### config.mk
export PLATFORM = sky130hd
export DESIGN_NAME = bcd_scan_display_flat
export DESIGN_NICKNAME = d
export VERILOG_FILES = /design/src/rtl/bcd_scan_display_pkg.sv /design/src/rtl/bcd_scan_display_if.sv /design/src/rtl/bcd_scan_display_tick_gen.sv /design/src/rtl/bcd_scan_display.sv /design/src/flat_wrapper.sv
export SDC_FILE = /design/constraint.sdc
export NUM_CORES = 1
export LEC_CHECK = 0
export ABC_AREA = 1
export CORE_MARGIN = 8
export CORE_UTILIZATION = 30
export DETAILED_ROUTE_END_ITERATION = 16
export PLACE_DENSITY_LB_ADDON = 0.3
export SYNTH_ARGS = -nofsm -noshare
export SYNTH_HDL_FRONTEND = slang
export SYNTH_SLANG_ARGS = --single-unit
export TNS_END_PERCENT = 100
### constraint.sdc
create_clock -name clk -period 4.3 [get_ports clk]
set_input_delay 0.43 -clock clk [delete_from_list [all_inputs] [get_ports clk]]
set_output_delay 0.43 -clock clk [all_outputs]
set_load 0.01 [all_outputs]
### src/rtl/bcd_scan_display_pkg.sv
// Seven-segment patterns, the cathode decoder and the scan state type,
// shared across the display slice.
package disp_pkg;

    // Cathodes are {g,f,e,d,c,b,a}, active low.
    localparam logic [6:0] SEG_0     = 7'h40;
    localparam logic [6:0] SEG_1     = 7'h79;
    localparam logic [6:0] SEG_2     = 7'h24;
    localparam logic [6:0] SEG_3     = 7'h30;
    localparam logic [6:0] SEG_4     = 7'h19;
    localparam logic [6:0] SEG_5     = 7'h12;
    localparam logic [6:0] SEG_6     = 7'h02;
    localparam logic [6:0] SEG_7     = 7'h78;
    localparam logic [6:0] SEG_8     = 7'h00;
    localparam logic [6:0] SEG_9     = 7'h10;
    localparam logic [6:0] SEG_BLANK = 7'h7F;

    // The display stays dark until the first scan strobe after reset.
    typedef enum logic {
        SCAN_IDLE,
        SCAN_RUN
    } scan_state_t;

    function automatic logic [6:0] bcd2seg(input logic [3:0] d);
        logic [6:0] s;
        case (d)
            4'd0:    s = SEG_0;
            4'd1:    s = SEG_1;
            4'd2:    s = SEG_2;
            4'd3:    s = SEG_3;
            4'd4:    s = SEG_4;
            4'd5:    s = SEG_5;
            4'd6:    s = SEG_6;
            4'd7:    s = SEG_7;
            4'd8:    s = SEG_8;
            4'd9:    s = SEG_9;
            default: s = SEG_BLANK;
        endcase
        return s;
    endfunction

endpackage

### src/rtl/bcd_scan_display_if.sv
// Control and display signals of the BCD scan display; the board-side
// controller is the master, the display block is the slave.
interface bcd_scan_display_if #(
    parameter int N_DIG = 8
);
    localparam int NW = $clog2(N_DIG) + 1;

    logic                 en;
    logic                 up_dn;
    logic                 clr;
    logic                 load;
    logic [4*N_DIG-1:0]   load_val;
    logic [NW-1:0]        n_act;
    logic                 blank_lz;
    logic [N_DIG-1:0]     an;
    logic [6:0]           seg;
    logic [4*N_DIG-1:0]   bcd;
    logic                 carry;

    modport master (
        output en, up_dn, clr, load, load_val, n_act, blank_lz,
        input  an, seg, bcd, carry
    );

    modport slave (
        input  en, up_dn, clr, load, load_val, n_act, blank_lz,
        output an, seg, bcd, carry
    );

endinterface

### src/rtl/bcd_scan_display_tick_gen.sv
// Free-running divider producing a one-cycle strobe every DIV clocks;
// the first strobe follows reset release by a full period.
module tick_gen #(
    parameter int DIV = 2
) (
    input  logic clk,
    input  logic rst,
    output logic tick
);
    localparam int CW = $clog2(DIV);

    logic [CW-1:0] cnt;

    // NOTE: state registers use non-blocking assignments so every flop samples
    // pre-edge values, independent of the order the simulator runs blocks.
    always_ff @(posedge clk or posedge rst) begin
        if (rst) begin
            cnt  <= '0;
            tick <= 1'b0;
        end else if (cnt == CW'(DIV - 1)) begin
            cnt  <= '0;
            tick <= 1'b1;
        end else begin
            cnt  <= cnt + CW'(1);
            tick <= 1'b0;
        end
    end

endmodule

### src/rtl/bcd_scan_display.sv
// N-digit BCD up/down counter with runtime digit count, load/clear, wrap
// flag and a multiplexed, leading-zero-blanking seven-segment scan driver.
module bcd_scan_display
    import disp_pkg::*;
#(
    parameter int CLK_HZ        = 100_000_000,
    parameter int N_DIG         = 8,
    parameter int SCAN_HZ       = 1000,
    parameter int COUNT_HZ      = 10,
    parameter int AN_ACTIVE_LOW = 1
) (
    input logic              clk,
    input logic              rst,
    bcd_scan_display_if.slave bus
);
    localparam int NW       = $clog2(N_DIG) + 1;
    localparam int SCAN_DIV = CLK_HZ / SCAN_HZ;
    localparam int CNT_DIV  = CLK_HZ / COUNT_HZ;
    localparam logic [N_DIG-1:0] AN_OFF = (AN_ACTIVE_LOW != 0) ? '1 : '0;

    logic scan_tk;
    logic cnt_tk;

    tick_gen #(.DIV(SCAN_DIV)) u_scan_tick (.clk(clk), .rst(rst), .tick(scan_tk));
    tick_gen #(.DIV(CNT_DIV))  u_cnt_tick  (.clk(clk), .rst(rst), .tick(cnt_tk));

    logic [NW-1:0] n_eff;

    always_comb begin
        if (bus.n_act == '0)                n_eff = NW'(1);
        else if (bus.n_act > NW'(N_DIG))    n_eff = NW'(N_DIG);
        else                                n_eff = bus.n_act;
    end

    logic [N_DIG-1:0][3:0] bcd_q, bcd_d;
    logic                  carry_q, carry_d;

    // NOTE: every combinational output gets a default before any branch, so no
    // path leaves it unassigned and no latch is inferred.
    always_comb begin
        logic ripple;
        bcd_d   = bcd_q;
        carry_d = 1'b0;
        ripple  = 1'b1;
        for (int i = 0; i < N_DIG; i++) begin
            if (NW'(i) >= n_eff) bcd_d[i] = 4'd0;
        end
        if (bus.clr) begin
            bcd_d = '0;
        end else if (bus.load) begin
            for (int i = 0; i < N_DIG; i++) begin
                bcd_d[i] = (NW'(i) < n_eff && bus.load_val[4*i +: 4] <= 4'd9)
                         ? bus.load_val[4*i +: 4] : 4'd0;
            end
        end else if (cnt_tk && bus.en) begin
            // Carry/borrow ripples upward only while each active digit wraps.
            for (int i = 0; i < N_DIG; i++) begin
                if (NW'(i) < n_eff && ripple) begin
                    if (bus.up_dn) begin
                        if (bcd_d[i] == 4'd9) bcd_d[i] = 4'd0;
                        else begin
                            bcd_d[i] = bcd_d[i] + 4'd1;
                            ripple   = 1'b0;
                        end
                    end else begin
                        if (bcd_d[i] == 4'd0) bcd_d[i] = 4'd9;
                        else begin
                            bcd_d[i] = bcd_d[i] - 4'd1;
                            ripple   = 1'b0;
                        end
                    end
                end
            end
            carry_d = ripple;
        end
    end

    always_ff @(posedge clk or posedge rst) begin
        if (rst) begin
            bcd_q   <= '0;
            carry_q <= 1'b0;
        end else begin
            bcd_q   <= bcd_d;
            carry_q <= carry_d;
        end
    end

    scan_state_t   state_q, state_d;
    logic [NW-1:0] idx_q, idx_d;

    always_comb begin
        state_d = state_q;
        idx_d   = idx_q;
        if (scan_tk) begin
            case (state_q)
                SCAN_IDLE: state_d = SCAN_RUN;
                SCAN_RUN:  idx_d = (idx_q == n_eff - NW'(1) || idx_q >= n_eff)
                                 ? '0 : idx_q + NW'(1);
            endcase
        end
    end

    always_ff @(posedge clk or posedge rst) begin
        if (rst) begin
            state_q <= SCAN_IDLE;
            idx_q   <= '0;
        end else begin
            state_q <= state_d;
            idx_q   <= idx_d;
        end
    end

    logic [3:0]       dig;
    logic             hi_zero;
    logic             lit;
    logic [N_DIG-1:0] on_vec;
    logic [N_DIG-1:0] an_d, an_q;
    logic [6:0]       seg_d, seg_q;

    always_comb begin
        dig     = 4'd0;
        hi_zero = 1'b1;
        on_vec  = '0;
        lit     = (state_q == SCAN_RUN || scan_tk) && (idx_q < n_eff);
        for (int i = 0; i < N_DIG; i++) begin
            if (NW'(i) == idx_q) begin
                dig       = bcd_q[i];
                on_vec[i] = lit;
            end
            if (NW'(i) >= idx_q && NW'(i) < n_eff && bcd_q[i] != 4'd0) hi_zero = 1'b0;
        end
        if (!lit)                                        seg_d = SEG_BLANK;
        else if (bus.blank_lz && idx_q != '0 && hi_zero) seg_d = SEG_BLANK;
        else                                             seg_d = bcd2seg(dig);
        an_d = (AN_ACTIVE_LOW != 0) ? ~on_vec : on_vec;
    end

    always_ff @(posedge clk or posedge rst) begin
        if (rst) begin
            an_q  <= AN_OFF;
            seg_q <= SEG_BLANK;
        end else begin
            an_q  <= an_d;
            seg_q <= seg_d;
        end
    end

    assign bus.an    = an_q;
    assign bus.seg   = seg_q;
    assign bus.bcd   = bcd_q;
    assign bus.carry = carry_q;

endmodule

### src/flat_wrapper.sv
// flat-port wrapper written by rule: the top's interface ports become plain ports
module bcd_scan_display_flat import disp_pkg::*;
#(
    parameter int CLK_HZ        = 100_000_000,
    parameter int N_DIG         = 8,
    parameter int SCAN_HZ       = 1000,
    parameter int COUNT_HZ      = 10,
    parameter int AN_ACTIVE_LOW = 1
)
  (clk, rst, bus_en, bus_up_dn, bus_clr, bus_load, bus_load_val, bus_n_act, bus_blank_lz, bus_an, bus_seg, bus_bcd, bus_carry);
  bcd_scan_display_if #(.N_DIG(N_DIG)) bus_i ();
  input logic clk;
  input logic rst;
  input wire logic [$bits(bus_i.en)-1:0] bus_en;
  input wire logic [$bits(bus_i.up_dn)-1:0] bus_up_dn;
  input wire logic [$bits(bus_i.clr)-1:0] bus_clr;
  input wire logic [$bits(bus_i.load)-1:0] bus_load;
  input wire logic [$bits(bus_i.load_val)-1:0] bus_load_val;
  input wire logic [$bits(bus_i.n_act)-1:0] bus_n_act;
  input wire logic [$bits(bus_i.blank_lz)-1:0] bus_blank_lz;
  output wire logic [$bits(bus_i.an)-1:0] bus_an;
  output wire logic [$bits(bus_i.seg)-1:0] bus_seg;
  output wire logic [$bits(bus_i.bcd)-1:0] bus_bcd;
  output wire logic [$bits(bus_i.carry)-1:0] bus_carry;
  assign bus_i.en = bus_en;
  assign bus_i.up_dn = bus_up_dn;
  assign bus_i.clr = bus_clr;
  assign bus_i.load = bus_load;
  assign bus_i.load_val = bus_load_val;
  assign bus_i.n_act = bus_n_act;
  assign bus_i.blank_lz = bus_blank_lz;
  assign bus_an = bus_i.an;
  assign bus_seg = bus_i.seg;
  assign bus_bcd = bus_i.bcd;
  assign bus_carry = bus_i.carry;
  bcd_scan_display #(.CLK_HZ(CLK_HZ), .N_DIG(N_DIG), .SCAN_HZ(SCAN_HZ), .COUNT_HZ(COUNT_HZ), .AN_ACTIVE_LOW(AN_ACTIVE_LOW)) u_core (.clk(clk), .rst(rst), .bus(bus_i));
endmodule
==> key figures <==
Outcome
  • Status: complete, no violations

Timing
  • Relative slew margins: 0.311
  • Final clock skew: 8.60 ps
  • Fin. max-slew vios: 0
  • Least-Margin Pin Slew: 1020 ps
  • Fin crit share: 0.848
  • Crit path time final: 3650 ps
  • Final hold vios: 0
  • Max Freq: 274 MHz
  • Setup-failing EPs final: 0
  • Total negative setup slack: 0 ps
  • RSZ-0062 raised after global routing: no
  • Final hold slack: 462 ps

Worst setup path
  • Cell depth of the worst setup path: 22
  • Reg2Reg Depth: 16
  • Crit path launch type: input pin
  • Slowest-stage cell, CP: clkdlybuf4s50_1
  • CP startpoint: bus_n_act[1]
  • Setup crit end kind: flop
  • Worst path buffer plus inverter count: 6
  • Worst path top cell family by delay: simple AND/OR/NAND/NOR gates
  • Most Frequent Cell on Critical Path: inv_1
  • Critical setup path kind: input pin to flop
  • CP peak stage delay: 530 ps
  • R2R Setup Slk: 1420 ps
  • RR Startpoint: u_core.idx_q[0]
  • CP Cell Sequence: clkdlybuf4s50_1 > nor2_1 > o21ai_0 > inv_1 > ha_1 > nand2_1 > nand2_1 > inv_1 > nor2_1 > inv_1 > ha_1 > inv_1 > nor2_1 > nand3_1 > nand3_1 > nand4_1 > nor2_4 > nand3_2 > a21oi_1 > o31ai_1 > nand2_1 > inv_1
  • Worst reg2reg path endpoint: u_core.bus.seg[3]
  • CP arrival: 3900 ps
  • CP required: 4550 ps
  • CP Capture Point: u_core.bus.bcd[21]
  • Crit path max fanout: 6

Pwr
  • Total power: 2.19 mW
  • Leak Pwr: 4.24 nW
  • Peak supply drop: 0.000161 V
  • PD cells: 243 nW/µm²

Hold path
  • Hold Crit Depth: 1
  • Worst hold path class: flop to flop
  • Hold Path Origin: u_core.u_cnt_tick.cnt[0]

Clocking
  • TritonCTS clock tree: done
  • Clk sinks: 96
  • CTS H-tree lvls: 3
  • Root Buffer: clkbuf_16
  • Post-CTS sizing: 0
  • Post-CTS Setup Inserts: 0
  • Clock buffer depth: 2
  • Hold-fix buffers at CTS: 0
  • Skew-Pair Late Insertion Delay: 360 ps
  • Worst-path clk slew: 70 ps
  • TritonCTS Buffers: 9

Floorplan
  • Die ar.: 30100 µm²
  • Core ar.: 24300 µm²
  • Number of I/O pins: 91
  • # rows: 57
  • Die Width: 173 µm
  • Initial Utilization: 0.306
  • Die height: 173 µm

Routing
  • 1st-iter DRT viols: 423
  • DR DRC count: 0
  • WL/cell: 14.9 µm
  • Drt first pass iters: 5
  • WL final: 22200 µm
  • Vias post-DR: 7291
  • Routed Antenna Nets: 0
  • Routed vias/inst: 4.89

Final layout
  • Antenna cells: 0
  • Area Growth Syn to Fin: 21.1%
  • Layout cell share with drive strength beyond 1: 0.0642
  • Final nets: 1248

Yosys
  • Area share of the largest cell type after synthesis: 0.273
  • Top cells by count, synth: 218 x nand2_1, 179 x inv_1, 97 x nor2_1, 97 x o21ai_0, 88 x nand3_1
  • Avg Cell Area, Syn: 6.93 µm²
  • YS warnings: 0
  • Synth Cell Area: 7430 µm²
  • Yosys reg bits: 96
  • Seq/Total Area, Yosys: 0.326
  • Syn nets: 1158
  • Most instantiated library cell after synthesis: nand2_1
  • Synth area leader: dfrtp_1
  • Netlist cell types: 51
  • Synth Instances: 1073
  • Area contributors post-synth: dfrtp_1 27%, nand2_1 11%, inv_1 9.0%
  • Post-synth ARST share: 1.00
  • Post-synth EDFFs: 0
  • Top FF cell, synth: dfrtp_1

Run
  • Maxcap violations: 0

GRT
  • GRT Residual Overflow: 0
  • First-pass GRT wire length: 36400 µm
  • Vias in the first global route: 7083
  • Initial antenna violation count: 0
  • GR Util All Layers: 0.148
  • Pin count of the biggest net entering global routing: 73

Placement
  • Buffers on Ports: 90
  • Gpl congestion: 0.869
  • DP HPWL: 17600 µm
==> layer usage <==
metal / GRT usage / routed length, µm / vias to the layer above
met5: 0 / 0 / -
met4: 0.0499 / 520 / 0
met3: 0.0305 / 1140 / 31
met2: 0.248 / 10400 / 184
met1: 0.186 / 10100 / 3364
li1: - / - / 3712
==> per-stage QoR <==
| step | utilization | instances | setup WS [ps] | cell area, µm² |
|---|---|---|---|---|
| 2_1_floorplan | - | 1073 | 1270 | 7430 |
| 3_3_place_gp | 0.358 | 1476 | 410 | 8710 |
| 3_5_place_dp | 0.358 | 1476 | 332 | 8710 |
| 4_1_cts | 0.370 | 1492 | 719 | 9000 |
| 5_1_grt | 0.370 | 1492 | 275 | 9000 |
| 6_report | 0.370 | 1492 | 652 | 9000 |
==> cell type report <==
cell class | instances | area, µm²
flip-flops and latches | 96 | 2420
well taps | 324 | 405
clock buffers | 9 | 225
fillers | 2563 | 15300
repair buffers | 97 | 953
inverters | 186 | 703
multi-input cells | 773 | 4230
clock inverters | 7 | 61.3
==> where the power goes <==
group          switching, mW  internal (mW)
Sequential            0.0337          0.923
Combinational          0.256          0.173
Clock                  0.400          0.404
Total                  0.690           1.50
==> cell families (layout without fill, tap and decap cells) <==
family,after synthesis,after routing,share of synthesized area
AO/OA/AOI/OAI,197,197,0.153
XOR/XNOR,37,37,0.0436
flip-flops,96,96,0.326
buffers and inverters,204,299,0.105
adder cells (fa/ha/maj),42,42,0.0707
AND/OR/NAND/NOR,497,497,0.302
==> sequential cells by signal, indices dropped and copies added, names as in the netlist <==
name / flops
u_core.u_cnt_tick.tick: 1
u_core.bus.bcd: 32
u_core.bus.an: 8
u_core.state_q: 1
u_core.u_scan_tick.tick: 1
u_core.u_cnt_tick.cnt: 24
u_core.bus.carry: 1
u_core.bus.seg: 7
u_core.idx_q: 4
u_core.u_scan_tick.cnt: 17
==> cell usage in the layout, fill, tap and decap left out, types with 3 or more instances in the layout <==
cell type / netlist / layout
a21oi_1: 40 / 40
a31oi_1: 4 / 4
buf_4: 1 / 7
clkbuf_16: 0 / 9
clkdlybuf4s50_1: 0 / 90
dfrtp_1: 81 / 81
dfstp_2: 15 / 15
ha_1: 42 / 42
inv_1: 179 / 178
inv_2: 5 / 5
inv_6: 0 / 3
nand2_1: 218 / 218
nand2_2: 5 / 5
nand3_1: 88 / 88
nand3_2: 3 / 3
nand3b_1: 3 / 3
nand4_1: 29 / 29
nand4_2: 3 / 3
nor2_1: 97 / 97
nor2_2: 4 / 4
nor2_4: 4 / 4
nor3_1: 25 / 25
nor3_2: 3 / 3
nor4_1: 12 / 12
o211ai_1: 12 / 12
o21a_1: 3 / 3
o21ai_0: 97 / 97
o21ai_1: 5 / 5
o221ai_1: 3 / 3
o22ai_1: 10 / 10
o31ai_1: 5 / 5
or2_2: 3 / 3
xnor2_1: 10 / 10
xor2_1: 27 / 27
==> worst min-delay path by stage <==
stage / end / slack, ps
2_1_floorplan: u_core.u_cnt_tick.cnt[0] / 430
3_3_place_gp: u_core.u_cnt_tick.cnt[0] / 460
3_5_place_dp: u_core.u_cnt_tick.cnt[0] / 460
4_1_cts: u_core.u_cnt_tick.cnt[0] / 460
5_1_grt: u_core.u_cnt_tick.cnt[0] / 470
6_report: u_core.u_cnt_tick.cnt[0] / 460
No activity file was read; power rests on OpenSTA's default activity.
